`src/rtl/seq_mul.sv`:
```
// Sequential shift-add multiplier, one product bit per clock.
// Signed operands are multiplied as magnitudes and the sign is applied in a final FIX step,
// so the datapath is a single (WIDTH+1)-bit adder plus shifters.
module seq_mul #(
  parameter int unsigned WIDTH = 8
) (
  input  logic               clk,
  input  logic               rst_n,
  input  logic               start,
  input  logic               signed_mode,
  input  logic [WIDTH-1:0]   x,
  input  logic [WIDTH-1:0]   y,
  output logic               busy,
  output logic               done,
  output logic [2*WIDTH-1:0] product
);

  localparam int unsigned PW   = 2 * WIDTH;
  localparam int unsigned CntW = (WIDTH > 1) ? $clog2(WIDTH) : 1;

  localparam logic [CntW-1:0]  LastCnt = CntW'(WIDTH - 1);
  localparam logic [CntW-1:0]  OneCnt  = CntW'(1);
  localparam logic [WIDTH-1:0] OneW    = WIDTH'(1);
  localparam logic [PW-1:0]    OneP    = PW'(1);

  typedef enum logic [1:0] {
    StIdle,
    StRun,
    StFix
  } state_e;

  state_e           state_q;
  logic [WIDTH-1:0] mcand_q;
  logic [WIDTH-1:0] mplier_q;
  logic [PW-1:0]    acc_q;
  logic [CntW-1:0]  cnt_q;
  logic             sgn_q;

  logic             x_neg;
  logic             y_neg;
  logic [WIDTH-1:0] x_mag;
  logic [WIDTH-1:0] y_mag;
  logic [WIDTH-1:0] addend;
  logic [WIDTH:0]   sum;
  logic [PW-1:0]    acc_shift;
  logic [PW-1:0]    acc_neg;

  // Operand magnitudes, one add-and-shift step, and the final sign fix-up.
  always_comb begin
    x_neg     = signed_mode & x[WIDTH-1];
    y_neg     = signed_mode & y[WIDTH-1];
    // Negating the most-negative value yields 2^(WIDTH-1), which is exact as unsigned.
    x_mag     = x_neg ? (~x + OneW) : x;
    y_mag     = y_neg ? (~y + OneW) : y;
    addend    = mplier_q[0] ? mcand_q : '0;
    sum       = {1'b0, acc_q[PW-1:WIDTH]} + {1'b0, addend};
    // {carry, acc} shifted right by one: the adder carry becomes the new MSB.
    acc_shift = {sum, acc_q[WIDTH-1:1]};
    acc_neg   = ~acc_q + OneP;
  end

  // Control FSM and datapath registers; all outputs are registered.
  always_ff @(posedge clk or negedge rst_n) begin
    if (!rst_n) begin
      state_q  <= StIdle;
      mcand_q  <= '0;
      mplier_q <= '0;
      acc_q    <= '0;
      cnt_q    <= '0;
      sgn_q    <= 1'b0;
      busy     <= 1'b0;
      done     <= 1'b0;
      product  <= '0;
    end else begin
      done <= 1'b0;
      unique case (state_q)
        StIdle: begin
          if (start) begin
            mcand_q  <= x_mag;
            mplier_q <= y_mag;
            sgn_q    <= signed_mode & (x[WIDTH-1] ^ y[WIDTH-1]);
            acc_q    <= '0;
            cnt_q    <= '0;
            busy     <= 1'b1;
            state_q  <= StRun;
          end
        end
        StRun: begin
          acc_q    <= acc_shift;
          mplier_q <= mplier_q >> 1;
          cnt_q    <= cnt_q + OneCnt;
          if (cnt_q == LastCnt) begin
            state_q <= StFix;
          end
        end
        StFix: begin
          // A zero magnitude negates to zero, so no negative zero can appear.
          product <= sgn_q ? acc_neg : acc_q;
          done    <= 1'b1;
          busy    <= 1'b0;
          state_q <= StIdle;
        end
        default: begin
          state_q <= StIdle;
          busy    <= 1'b0;
        end
      endcase
    end
  end

endmodule

```
`config.mk`:
```
export PLATFORM = sky130hd
export DESIGN_NAME = seq_mul
export DESIGN_NICKNAME = d
export VERILOG_FILES = /design/src/rtl/seq_mul.sv
export SDC_FILE = /design/constraint.sdc
export NUM_CORES = 1
export LEC_CHECK = 0
export ABC_AREA = 1
export BUFFER_PORTS_ARGS = -buffer_cell sky130_fd_sc_hd__buf_2
export CAP_MARGIN = 40
export CORE_MARGIN = 2
export CORE_UTILIZATION = 61
export CTS_CLUSTER_SIZE = 40
export DETAILED_ROUTE_END_ITERATION = 16
export HOLD_SLACK_MARGIN = 0.1
export PLACE_DENSITY = 0.91
export SLEW_MARGIN = 10
export SYNTH_ARGS = -nofsm -noshare
export SYNTH_HDL_FRONTEND = slang
export SYNTH_SLANG_ARGS = --single-unit
```
`constraint.sdc`:
```
create_clock -name clk -period 4.17 [get_ports clk]
set_input_delay 0.2085 -clock clk [delete_from_list [all_inputs] [get_ports clk]]
set_output_delay 0.2085 -clock clk [all_outputs]
set_load 0.05 [all_outputs]
```
==> metrics list, run 1 <==
- After layout, the worst path uses between 40% and 50% of the clock period.
* Mapped Area: 0.00324 mm²
- Cell at the root of the clock tree: sky130_fd_sc_hd__clkbuf_8
- Maximum number of pins on one net before global-route repair: 57
* Slowest cell on the critical path: sky130_fd_sc_hd__dfrtp_1
- Maximum level of the CTS H-tree: 2
- 1st-iter DRT viols: 129
* Total Power Consumption: 2730 µW
* Leading cell type by number of instances after synthesis: sky130_fd_sc_hd__nand2_1
* Cell type contributing the most total cell area after synthesis: sky130_fd_sc_hd__dfrtp_1
* DIE AREA: 0.00592 mm²
* Number of setup violations in the final report: 0
* Antenna violations before repair: 0
- Cell-internal power: 1380 µW
- Setup total negative slack: 0 ns
- For this configuration, the core starts out at a cell density of 63.5%.
- Signal arrival time at the worst endpoint: between 2 and 2.5 ns
- The final layout contains 481 nets.
* Y dimension of the die: 76.9 µm
* RSZ-0062 raised after global routing: false
* Total Wirelength: roughly 6.2 mm
* Max frequency: 534 MHz
- Total core area: 0.00511 mm²
- Per report_power, the combinational group accounts for 54.2% of the total.
- Cell seen most often among critical-path stages: sky130_fd_sc_hd__nand2_1
- Summed over all layers, the global routing overflow is 0.
- Standard-cell row count: 26
- Maximum net fanout on the critical path: 9
* Placer's final routability congestion estimate: slightly above 0.8
- The hold violation count in the final report was 0.
- Number of gates resized after cts: 0
* Count of boundary I/O pins: 38
- Before antenna repair, the detailed router went through 4 iterations.
- In this run the worst hold path is classified as primary input to flop.
- Counting along the longest clock path gives a buffer depth of 2.
- Antenna-violating nets left: 0
* Count of flip-flops with a built-in enable after synthesis: 0
* Number of inserted diodes: 0
* Number of remaining DRC errors: 0
- Detailed routing inserted a total of 2,706 vias.
- Required arrival time at the worst endpoint: 4.38 ns
- In this run the power density over the cells is 774 mW/mm².
- Dividing the detail-routed wire length by the instance count gives 12.0 µm.
- Counting I/O delays and the setup requirement, the final critical path takes 1.87 ns.
- The average instance in the mapped netlist occupies 7.86 µm².
- Filler cells: 445
- TritonCTS clock tree: built
- The later pin in the worst-skew pair is clocked with a latency of 0.31 ns.
* Status: finished clean
* Synthesized instance count: around 410
- Counting every net in the synthesized netlist gives between 400 and 500.
- Register clock-pin slew on the reported worst setup and hold paths: 0.10 ns
- The clock network is responsible for 10.6% of the overall power.
- Buffers inserted during clock tree synthesis total 5.
* Ranking of synthesized cells by instance count: sky130_fd_sc_hd__nand2_1 (119), sky130_fd_sc_hd__dfrtp_1 (56), sky130_fd_sc_hd__inv_1 (48), sky130_fd_sc_hd__nand3_1 (37), sky130_fd_sc_hd__o21ai_0 (21)
* Max Transition Viols Final: 0
- Count of input and output buffers: 37
* CTS sink count: 56
- Proportion of layout cells with a drive suffix above 1: 15.4%
* Transition time at the pin with the least slew margin: 0.659 ns
* Fin Clk Skew: 0.00911 ns
- Yosys warns: 0
* Via density per instance: approximately 5.2
* Chip Width: 76.9 µm
- Post-synthesis to final-layout area growth: 8.95%
* Share of async-settable or async-resettable flops after synthesis: 100%
- Peak supply drop: roughly 0.00036 V
- Counting flops and latches in the post-synthesis netlist gives 56.
- The via count of the first global-routing pass came to 2,739.
- Switching part of the total: approximately 50%
- Worst relative slew slack: 56.0%
- In this run the post-CTS setup repair buffer count came out at 0.
- Type of origin of the critical path: flop
- Ranked by total cell area, the synthesized netlist is headed by sky130_fd_sc_hd__dfrtp_1 (43%), sky130_fd_sc_hd__nand2_1 (14%), sky130_fd_sc_hd__nand3_1 (5.7%), sky130_fd_sc_hd__inv_1 (5.6%), sky130_fd_sc_hd__ha_1 (5.0%).
- The analysis attributes to cell leakage a power of 0.00191 µW.
* Total net switching power: 1360 µW
* Synth Flop Type: sky130_fd_sc_hd__dfrtp_1
- The worst setup path is captured at a flop.
- Wire length of the first global-routing pass: 11.4 mm
* Register area share after synthesis: approximately 43%
- The critical path goes through nand2_1 -> inv_1 -> ha_1 -> fa_1 -> nand3_1 -> nand2_1 -> nand2_1 -> nand2_1 -> nand3_1 -> nand2_1 -> nand2_1 -> nand2_1.
* GRT Resource Usage Total: 23.7%
- Detail Placement HPWL: 4.73 mm
* Peak per-stage delay on the critical path: 0.47 ns
* Top cell type's share of synthesized area: between 40% and 50%
* Critical path class: flop to flop
- Count of distinct cell types in the synthesized netlist: 35
- Max-cap violations in this run came to 0.
- Flop pwr share: 35.3%
## final timing paths
| check | cells after the start | end | startpoint | slack (ns) |
|---|---|---|---|---|
| max in group asynchronous | 3 | mcand_q[4] | rst_n | 3.18 |
| min in group asynchronous | 3 | product[1] | rst_n | 0.54 |
| max reg2reg | 12 | acc_q[15] | mplier_q[0] | 2.30 |
| min reg2reg | 2 | busy | busy | 0.48 |
| min | 3 | mplier_q[7] | y[7] | 0.18 |
| max | 12 | acc_q[15] | mplier_q[0] | 2.30 |
## metrics by stage
stage               instances  hold slack [ns]  worst slack, ns  instance area (µm²)  utilization [%]
CTS                       518            0.178             2.30                 3530             69.2
global route              518            0.182             2.13                 3530             69.2
detailed placement        509            0.369             2.31                 3440             67.3
finish                    518            0.180             2.30                 3530             69.2
global placement          509            0.361             2.39                 3440             67.3
floorplan                 413          -0.0871             2.40                 3240                -
## layout make-up
type	instances	area (µm²)	share of cell area, %
Timing Repair Buffer	39	203	5.73
Inverter	54	208	5.88
Sequential cell	56	1400	39.6
Multi-Input combinational cell	291	1550	43.9
Tap cell	70	87.6	2.48
Clock inverter	1	8.76	0.248
Clock buffer	7	76.3	2.16
## state kept, by name, summed over array words and instances, names as in the netlist
register / count
acc_q: 16
busy: 1
cnt_q: 3
done: 1
mcand_q: 8
mplier_q: 8
product: 16
sgn_q: 1
state_q: 2
## critical path, delay by kind of cell, from the launching register on
kind	cells	cell delay (ns)
simple gates	9	0.66
fa+ha+maj	2	0.61
flops	1	0.47
buf+inv	1	0.04
## placed cells by master (no fill, tap or decap), drive strengths merged, types with 2 or more instances in the layout
master,Yosys,final
nand2,129,129
dfrtp,56,56
inv,54,54
buf,11,38
nand3,37,37
o21ai,32,32
nor2,26,26
a21oi,14,14
ha,13,13
xor2,10,10
o22ai,10,10
clkbuf,1,7
a22oi,5,5
o211ai,3,3
xnor2,2,2
nand4,2,2
a22o,2,2
## logic make-up after synthesis
| logic type | count (synthesis) | share of synthesized area [%] |
|---|---|---|
| xor gates and xnor gates | 12 | 3.24 |
| adders and majority gates | 14 | 5.63 |
| DFF | 56 | 43.2 |
| AOI/OAI and AO/OA | 68 | 12.3 |
| and+or+nand+nor | 197 | 26.6 |
| buffers and inverters | 66 | 9.02 |
## timing repair
action / 4_1_cts / 5_1_grt
hold buffers: 1 / 0
endpoints found under the hold margin: 56 / 0
endpoints found under the setup margin: 0 / 0
## power by group through the flow
stage | combinational [µW] | sequential (µW) | clock (µW)
after floorplan | 1010 | 1150 | 0
after global placement | 1410 | 959 | 0
after detailed placement | 1480 | 973 | 0
after CTS | 1480 | 962 | 292
after global routing | 1670 | 999 | 320
final | 1480 | 964 | 289
## metal layers
metal  wire length (µm)  global-route usage, %  part of all wire [%]
met1               2780                   28.0                    45
met2               3120                   42.6                    50
met3                247                   3.76                   4.0
met4                 76                   9.82                   1.2
met5                  0                      0                     0
(Power assumes the default switching activity.)
==> run 2: changes to the inputs <==
CORE_UTILIZATION = 53   (was 61)
PLACE_DENSITY = 0.84   (was 0.91)
clock period = 1.5 ns   (was 4.17 ns; I/O delays follow)
==> metrics list, run 2 (synthesis gave the netlist of run 1 again) <==
- Final nets: between 500 and 600
- Antenna-violating nets left: 0
* Initial Utilization: 54.8%
- The clock reaches the later pin of the worst-skew pair after 0.32 ns.
- Detailed placement finished with a half-perimeter wire length of 4.82 mm.
* Total buffers and inverters traversed by the critical path: 1
- CTS sink count: 56
* Count of final hold-check violations: 0
* TritonCTS clock tree: built
- The number of antenna diodes in the final layout is 0.
- Placer's final routability congestion estimate: around 0.8
- Type of origin of the critical path: flop
* Registers with the most flip-flops: acc_q (16), product (16)
- Clock-pin slew was measured on the worst setup and hold paths at 0.10 ns.
* Cell seen most often among critical-path stages: sky130_fd_sc_hd__nand2_4
- The detailed router placed 2,973 vias in this run.
- 1st-iter DRT viols: 183
- The count of buffers added on input and output ports is 37.
- The floorplan step defined a die boundary enclosing 0.00676 mm².
- Post-synthesis to final-layout area growth: 28.2%
- The largest single stage delay on the critical path is between 0.4 and 0.5 ns.
* Standard-cell row count: 28
- Chip Width: 82.2 µm
* Critical path endpoint category: flop
- For the pin with the worst max-slew slack, the measured transition is between 0.3 and 0.4 ns.
* MaxCap Viol Count: 0
- Subtracting the final worst setup slack from the clock period gives 1.77 ns.
- Overflow after GRT: 0
- Along the worst path, the maximum fanout reaches 6.
- Summed over all failing endpoints, the final setup total negative slack is -1.52 ns.
- Most common cell after layout, fill and taps aside: sky130_fd_sc_hd__nand2_1
* Critical path class: flop to flop
- Via count of the first global-routing pass: 2,948
- Pre-CTS setup slack: -0.231 ns
- In the final layout, the multi-input gates occupy around 0.0018 mm².
- Register area: between 0.001 and 0.0015 mm²
* Most frequent cells in the layout: sky130_fd_sc_hd__nand2_1 (107), sky130_fd_sc_hd__dfrtp_1 (55), sky130_fd_sc_hd__inv_1 (39)
* Maximum level of the CTS H-tree: 2
- The tightest min-delay check is of the primary input to flop type.
* Period utilisation layout: 118%
* Max frequency: between 500 and 600 MHz
- Status: finished with violations
- Filler cells: 446
- The cell sitting at the root of the clock tree is a sky130_fd_sc_hd__clkbuf_8.
* CP cell instances: nand2_2 -> inv_2 -> ha_4 -> fa_2 -> nand3_2 -> nand2_4 -> nand2_4 -> nand2_4 -> nand3_2 -> nand2_2 -> nand2_1 -> nand2_1
- Total Wirelength: 7.54 mm
- Power spread over the standard cell area amounts to 2220 mW/mm².
- Total core area: 0.00592 mm²
* Slowest cell on the critical path: sky130_fd_sc_hd__dfrtp_2
* Number of buffers inserted during clock tree synthesis: 5
- Count of boundary I/O pins: 38
- Headroom to the max-slew limit came out at 78.4%.
* Max Transition Viols Final: 0
- Clock skew on the completed layout was measured at 0.00974 ns.
* First drt pass iteration count: 6
* Violations in the final reports: negative setup slack
- Peak supply drop: around 0.0013 V
- The kind of cell with the highest combined delay along the critical path is simple AND/OR/NAND/NOR gates.
* Number of setup violations in the final report: 8
* Leakage: between 0.002 and 0.0025 µW
- Final worst setup slack: -0.270 ns
- STA puts the critical path data arrival time at 1.98 ns.
- Wire length of the first global-routing pass: 12.4 mm
- After detailed routing, the number of remaining DRC violations is 0.
- GRT Resource Usage Total: 23.3%
- Required arrival time at the worst endpoint: 1.71 ns
* Maximum number of pins on one net before global-route repair: 57
- Setup repair after global routing could not meet its margin everywhere.
- Via density per instance: 5.30
- Proportion of layout cells with a drive suffix above 1: 29.2%
* Wire per inst: 13.4 µm
- The number of antenna violations at the first check in global routing was 0.
- Y dimension of the die: 82.2 µm
- The longest clock path from root to sink contains 2 buffers.
-- run 2: where the power goes --
group          switching (µW)  leakage [µW]  internal (µW)
logic                    3310       0.00139           2070
registers                 508      0.000699           2160
clock network             510     0.0000687            672
-- run 2: final timing paths --
path | cells past startpoint | to | start | slack, ns
hold / removal | 3 | mplier_q[4] | y[4] | 0.10
hold reg to reg | 2 | product[10] | product[10] | 0.48
max in group asynchronous | 3 | mplier_q[0] | rst_n | 0.96
setup reg to reg | 12 | acc_q[15] | mplier_q[0] | -0.27
min in group asynchronous | 3 | product[5] | rst_n | 0.28
setup / recovery | 12 | acc_q[15] | mplier_q[0] | -0.27
-- run 2: repair_timing --
action | 4_1_cts | 5_1_grt
buffers inserted | 4 | 2
pin swaps | 9 | 10
hold buffers | 15 | 0
resized for setup | 21 | 35
hold endpoints to repair | 68 | 0
setup endpoints to repair | 7 | 14
-- run 2: tightest hold or removal path, cell delays in order --
cell	delay, ns
sky130_fd_sc_hd__buf_2	0.10
sky130_fd_sc_hd__xor2_1	0.06
sky130_fd_sc_hd__o21ai_0	0.14
-- run 2: final cells by class --
cell class / instances / share of cell area (%)
clock inverters: 3 / 1.65
clock buffers: 5 / 1.65
well taps: 75 / 2.26
repair buffers: 77 / 13.3
flip-flops and latches: 56 / 33.7
multi-input cells: 291 / 42.4
inverters: 54 / 4.99
-- run 2: metrics by stage --
step	util (%)	power, µW	std cells	hold slack, ns	area [µm²]
detailed placement	61.2	7210	532	0.0979	3620
CTS	68.1	8740	559	0.112	4030
global placement	61.2	7010	532	0.0879	3620
floorplan	-	6120	413	-0.221	3280
finish	70.2	9220	561	0.101	4160
global route	70.2	9940	561	0.118	4160
-- run 2: layer usage --
metal / share of wire, % / vias to the layer above / global-route usage, %
met4: 2.1 / 0 / 9.67
li1: - / 1481 / -
met1: 42 / 1378 / 26.6
met3: 4.8 / 16 / 4.35
met2: 51 / 98 / 42.3
met5: 0 / - / 0
==> run 3: changes to the inputs <==
ABC_AREA = 0   (was 1)
CORE_UTILIZATION = 52   (was 53)
PLACE_DENSITY = 0.83   (was 0.84)
==> metrics list, run 3 <==
* Status: finished with violations
- Violations in the final reports: negative setup slack
- Most frequent cells in the layout: sky130_fd_sc_hd__dfrtp_1 (56), sky130_fd_sc_hd__buf_4 (39), sky130_fd_sc_hd__nand2_1 (38)
- The first detailed-routing pass ran for 4 iterations.
* Capture point of the critical path: product[14]
- The most used flip-flop cell after synthesis is sky130_fd_sc_hd__dfrtp_1.
- Register area: 0.00140 mm²
- TritonCTS built the clock tree.
- Via density per instance: around 5.5
* Endpoint of the worst-slack reg-to-reg timing path: product[14]
- Placer's final routability congestion estimate: 0.830
- Number of setup violations in the final report: 18
- The layout has 396 filler cells.
* Ranking of synthesized cells by instance count: sky130_fd_sc_hd__dfrtp_1 (56), sky130_fd_sc_hd__nand2_1 (42), sky130_fd_sc_hd__o21ai_0 (33), sky130_fd_sc_hd__xor2_1 (22), sky130_fd_sc_hd__nor2_1 (16)
- Number of inserted diodes: 0
* Cell at the root of the clock tree: sky130_fd_sc_hd__clkbuf_8
- The die covers 0.00639 mm².
* Proportion of layout cells with a drive suffix above 1: 34.8%
* Type of origin of the critical path: flop
* Cell area after layout: 0.00408 mm²
- Clock insertion delay at the later pin of the skew report: ~0.32 ns
- 1st-iter DRT viols: approximately 100
- For the final database, setup skew stands at 0.00779 ns.
- Required arrival time at the worst endpoint: 1.71 ns
- Max frequency: 482 MHz
- The initial utilization of the core area, before any placement, comes to 54.1%.
- Summing all multi-input logic gate instances after layout gives 0.00180 mm².
- Via count of the first global-routing pass: 2,620
- Headroom to the max-slew limit came out at 78.8%.
- Max Transition Viols Final: 0
* Yosys warns: 0
* Clock tree buffer depth: 2
* Via count of the routed design: 2,592
* Critical path endpoint category: flop
* Register clock-pin slew on the reported worst setup and hold paths: 0.10 ns
- GRT Resource Usage Total: approximately 24%
- Most common cell after layout, fill and taps aside: sky130_fd_sc_hd__dfrtp_1
* CTS sink count: 56
- Number of remaining DRC errors: 0
- Prior to clock tree synthesis, the placed netlist has a worst setup slack of -0.622 ns.
* Antenna-violating nets left: 0
- Number of buffers inserted during clock tree synthesis: 5
- Averaged over all synthesized cells, the footprint is 9.67 µm².
- In this design, the stage delay of the slowest critical-path cell is about 0.56 ns.
- Total core area: 0.00554 mm²
* MaxCap Viol Count: 0
- Synthesis handed over a netlist of 310 instances.
* Number of flip-flops and latches in the synthesized netlist: 56
- Wire length of the first global-routing pass: 12.0 mm
* Maximum net fanout on the critical path: 4
* Register area share after synthesis: between 40% and 50%
- Wire per inst: 15.2 µm
- Standard-cell row count: 27
- Hold Path Class: primary input to flop
- After synthesis, the netlist uses 43 different library cells.
* Y dimension of the die: ~80 µm
- Detail Placement HPWL: 4.68 mm
- Period utilisation layout: 138%
* Nets in the synthesized netlist: 344
- Final period demand of the worst path: slightly above 2 ns
* Count of boundary I/O pins: 38
- Overflow after GRT: 0
* Final cell count without fillers: between 400 and 500
- Share of async-settable or async-resettable flops after synthesis: 100%
- Cell type contributing the most total cell area after synthesis: sky130_fd_sc_hd__dfrtp_1
* RSZ-0062 raised after global routing: true
- Total Wirelength: roughly 7 mm
- By area the synthesized netlist is led by sky130_fd_sc_hd__dfrtp_1 (47%), sky130_fd_sc_hd__xor2_1 (6.4%), sky130_fd_sc_hd__o21ai_0 (5.5%), sky130_fd_sc_hd__ha_1 (5.4%), sky130_fd_sc_hd__nand2_1 (5.3%).
* Final worst setup slack: -0.576 ns
* Leading cell type by number of instances after synthesis: sky130_fd_sc_hd__dfrtp_1
- Signal arrival time at the worst endpoint: approximately 2.3 ns
- Once placement completed, the tool counted placed cells totaling roughly 450.
- Leakage: between 0.0015 and 0.002 µW
- Antenna violations before repair: 0
- Post-synthesis to final-layout area growth: 36.1%
- Power comes to about 9000 µW.
- Dividing total power by cell area gives a power density of approximately 2200 mW/mm².
- Top cell type's share of synthesized area: 46.7%
* Maximum level of the CTS H-tree: 2
* Number of cell instances on the worst register-to-register path: 5
- Slowest cell on the critical path: sky130_fd_sc_hd__or4b_4
* Critical path class: flop to flop
* Count of final hold-check violations: 0
* Slack of the worst reg-to-reg path: -0.58 ns
* Peak supply drop: 0.00127 V
- Worst setup startpoint: acc_q[7]
* Chip Width: 79.9 µm
- The worst register-to-register path begins at acc_q[7].
* CP cell instances: or4_4 -> or4b_4 -> o41ai_4 -> xor2_1 -> o21ai_1
* Count of flip-flops with a built-in enable after synthesis: 0
- Maximum number of pins on one net before global-route repair: 57
- The largest registers in the layout are acc_q (16), product (16).
- Final nets: 429
- Count of input and output buffers: 37
- After synthesis the cells add up to 0.00300 mm².
- Transition time at the pin with the least slew margin: roughly 0.32 ns
* Area of placed instances: 0.00364 mm²
## run 3: power by group
part / switching (µW) / internal, µW / total (µW)
Combinational: 2970 / 2510 / 5480
Clock: 518 / 333 / 851
Sequential: 424 / 2110 / 2540
## run 3: worst max-delay path: cells and delay by family, from the launching register on
kind | cells | cell delay (ns)
AO/OA/AOI/OAI | 2 | 0.31
XOR/XNOR | 1 | 0.17
flip-flops | 1 | 0.39
AND/OR/NAND/NOR | 2 | 1.10
## run 3: logic make-up after synthesis
| family | after synthesis | share of synthesized area [%] |
|---|---|---|
| AO/OA/AOI/OAI | 98 | 21.1 |
| XOR/XNOR | 30 | 8.76 |
| adder cells (fa/ha/maj) | 14 | 6.09 |
| buffers and inverters | 26 | 3.63 |
| flip-flops | 56 | 46.7 |
| multiplexers | 2 | 0.668 |
| AND/OR/NAND/NOR | 84 | 13.0 |
## run 3: area by class of cell
cell class                      instances  area share (%)
Clock buffer                            5            1.69
Timing Repair Buffer                   90            15.8
Sequential cell                        56            34.4
Clock inverter                          3           0.521
Multi-Input combinational cell        228            44.1
Tap cell                               72            2.21
Inverter                               14            1.29
## run 3: what timing repair did
| item | 4_1_cts | 5_1_grt |
|---|---|---|
| hold buffers | 9 | 0 |
| resized for setup | 36 | 16 |
| pin swaps | 20 | 13 |
| hold endpoints to repair | 64 | 0 |
| endpoints found under the setup margin | 18 | 22 |
| setup buffers | 2 | 2 |
## run 3: worst min path at each step
stage / endpoint / depth (start not counted) / startpoint / slack, ns
after global placement: product[10] / 2 / rst_n / 0.09
after CTS: sgn_q / 3 / signed_mode / 0.11
final: mcand_q[3] / 3 / x[3] / 0.13
after global routing: sgn_q / 3 / signed_mode / 0.13
after detailed placement: product[11] / 2 / rst_n / 0.10
after floorplan: acc_q[0] / 0 / rst_n / -0.22
## run 3: layer usage
metal  wire [µm]  global-route usage (%)  up-vias
met4         144                    8.14        0
met1        2950                    28.2     1239
met2        3750                    45.2       69
li1            -                       -     1270
met5           0                       0        -
met3         283                    4.19       14
## run 3: stage by stage
stage,setup TNS [ns],hold slack (ns),util [%]
3_3_place_gp,-5.59,0.0930,65.7
6_report,-5.73,0.129,73.6
4_1_cts,-5.48,0.106,72.1
5_1_grt,-7.13,0.129,73.6
2_1_floorplan,-4.79,-0.221,-
3_5_place_dp,-6.33,0.102,65.7
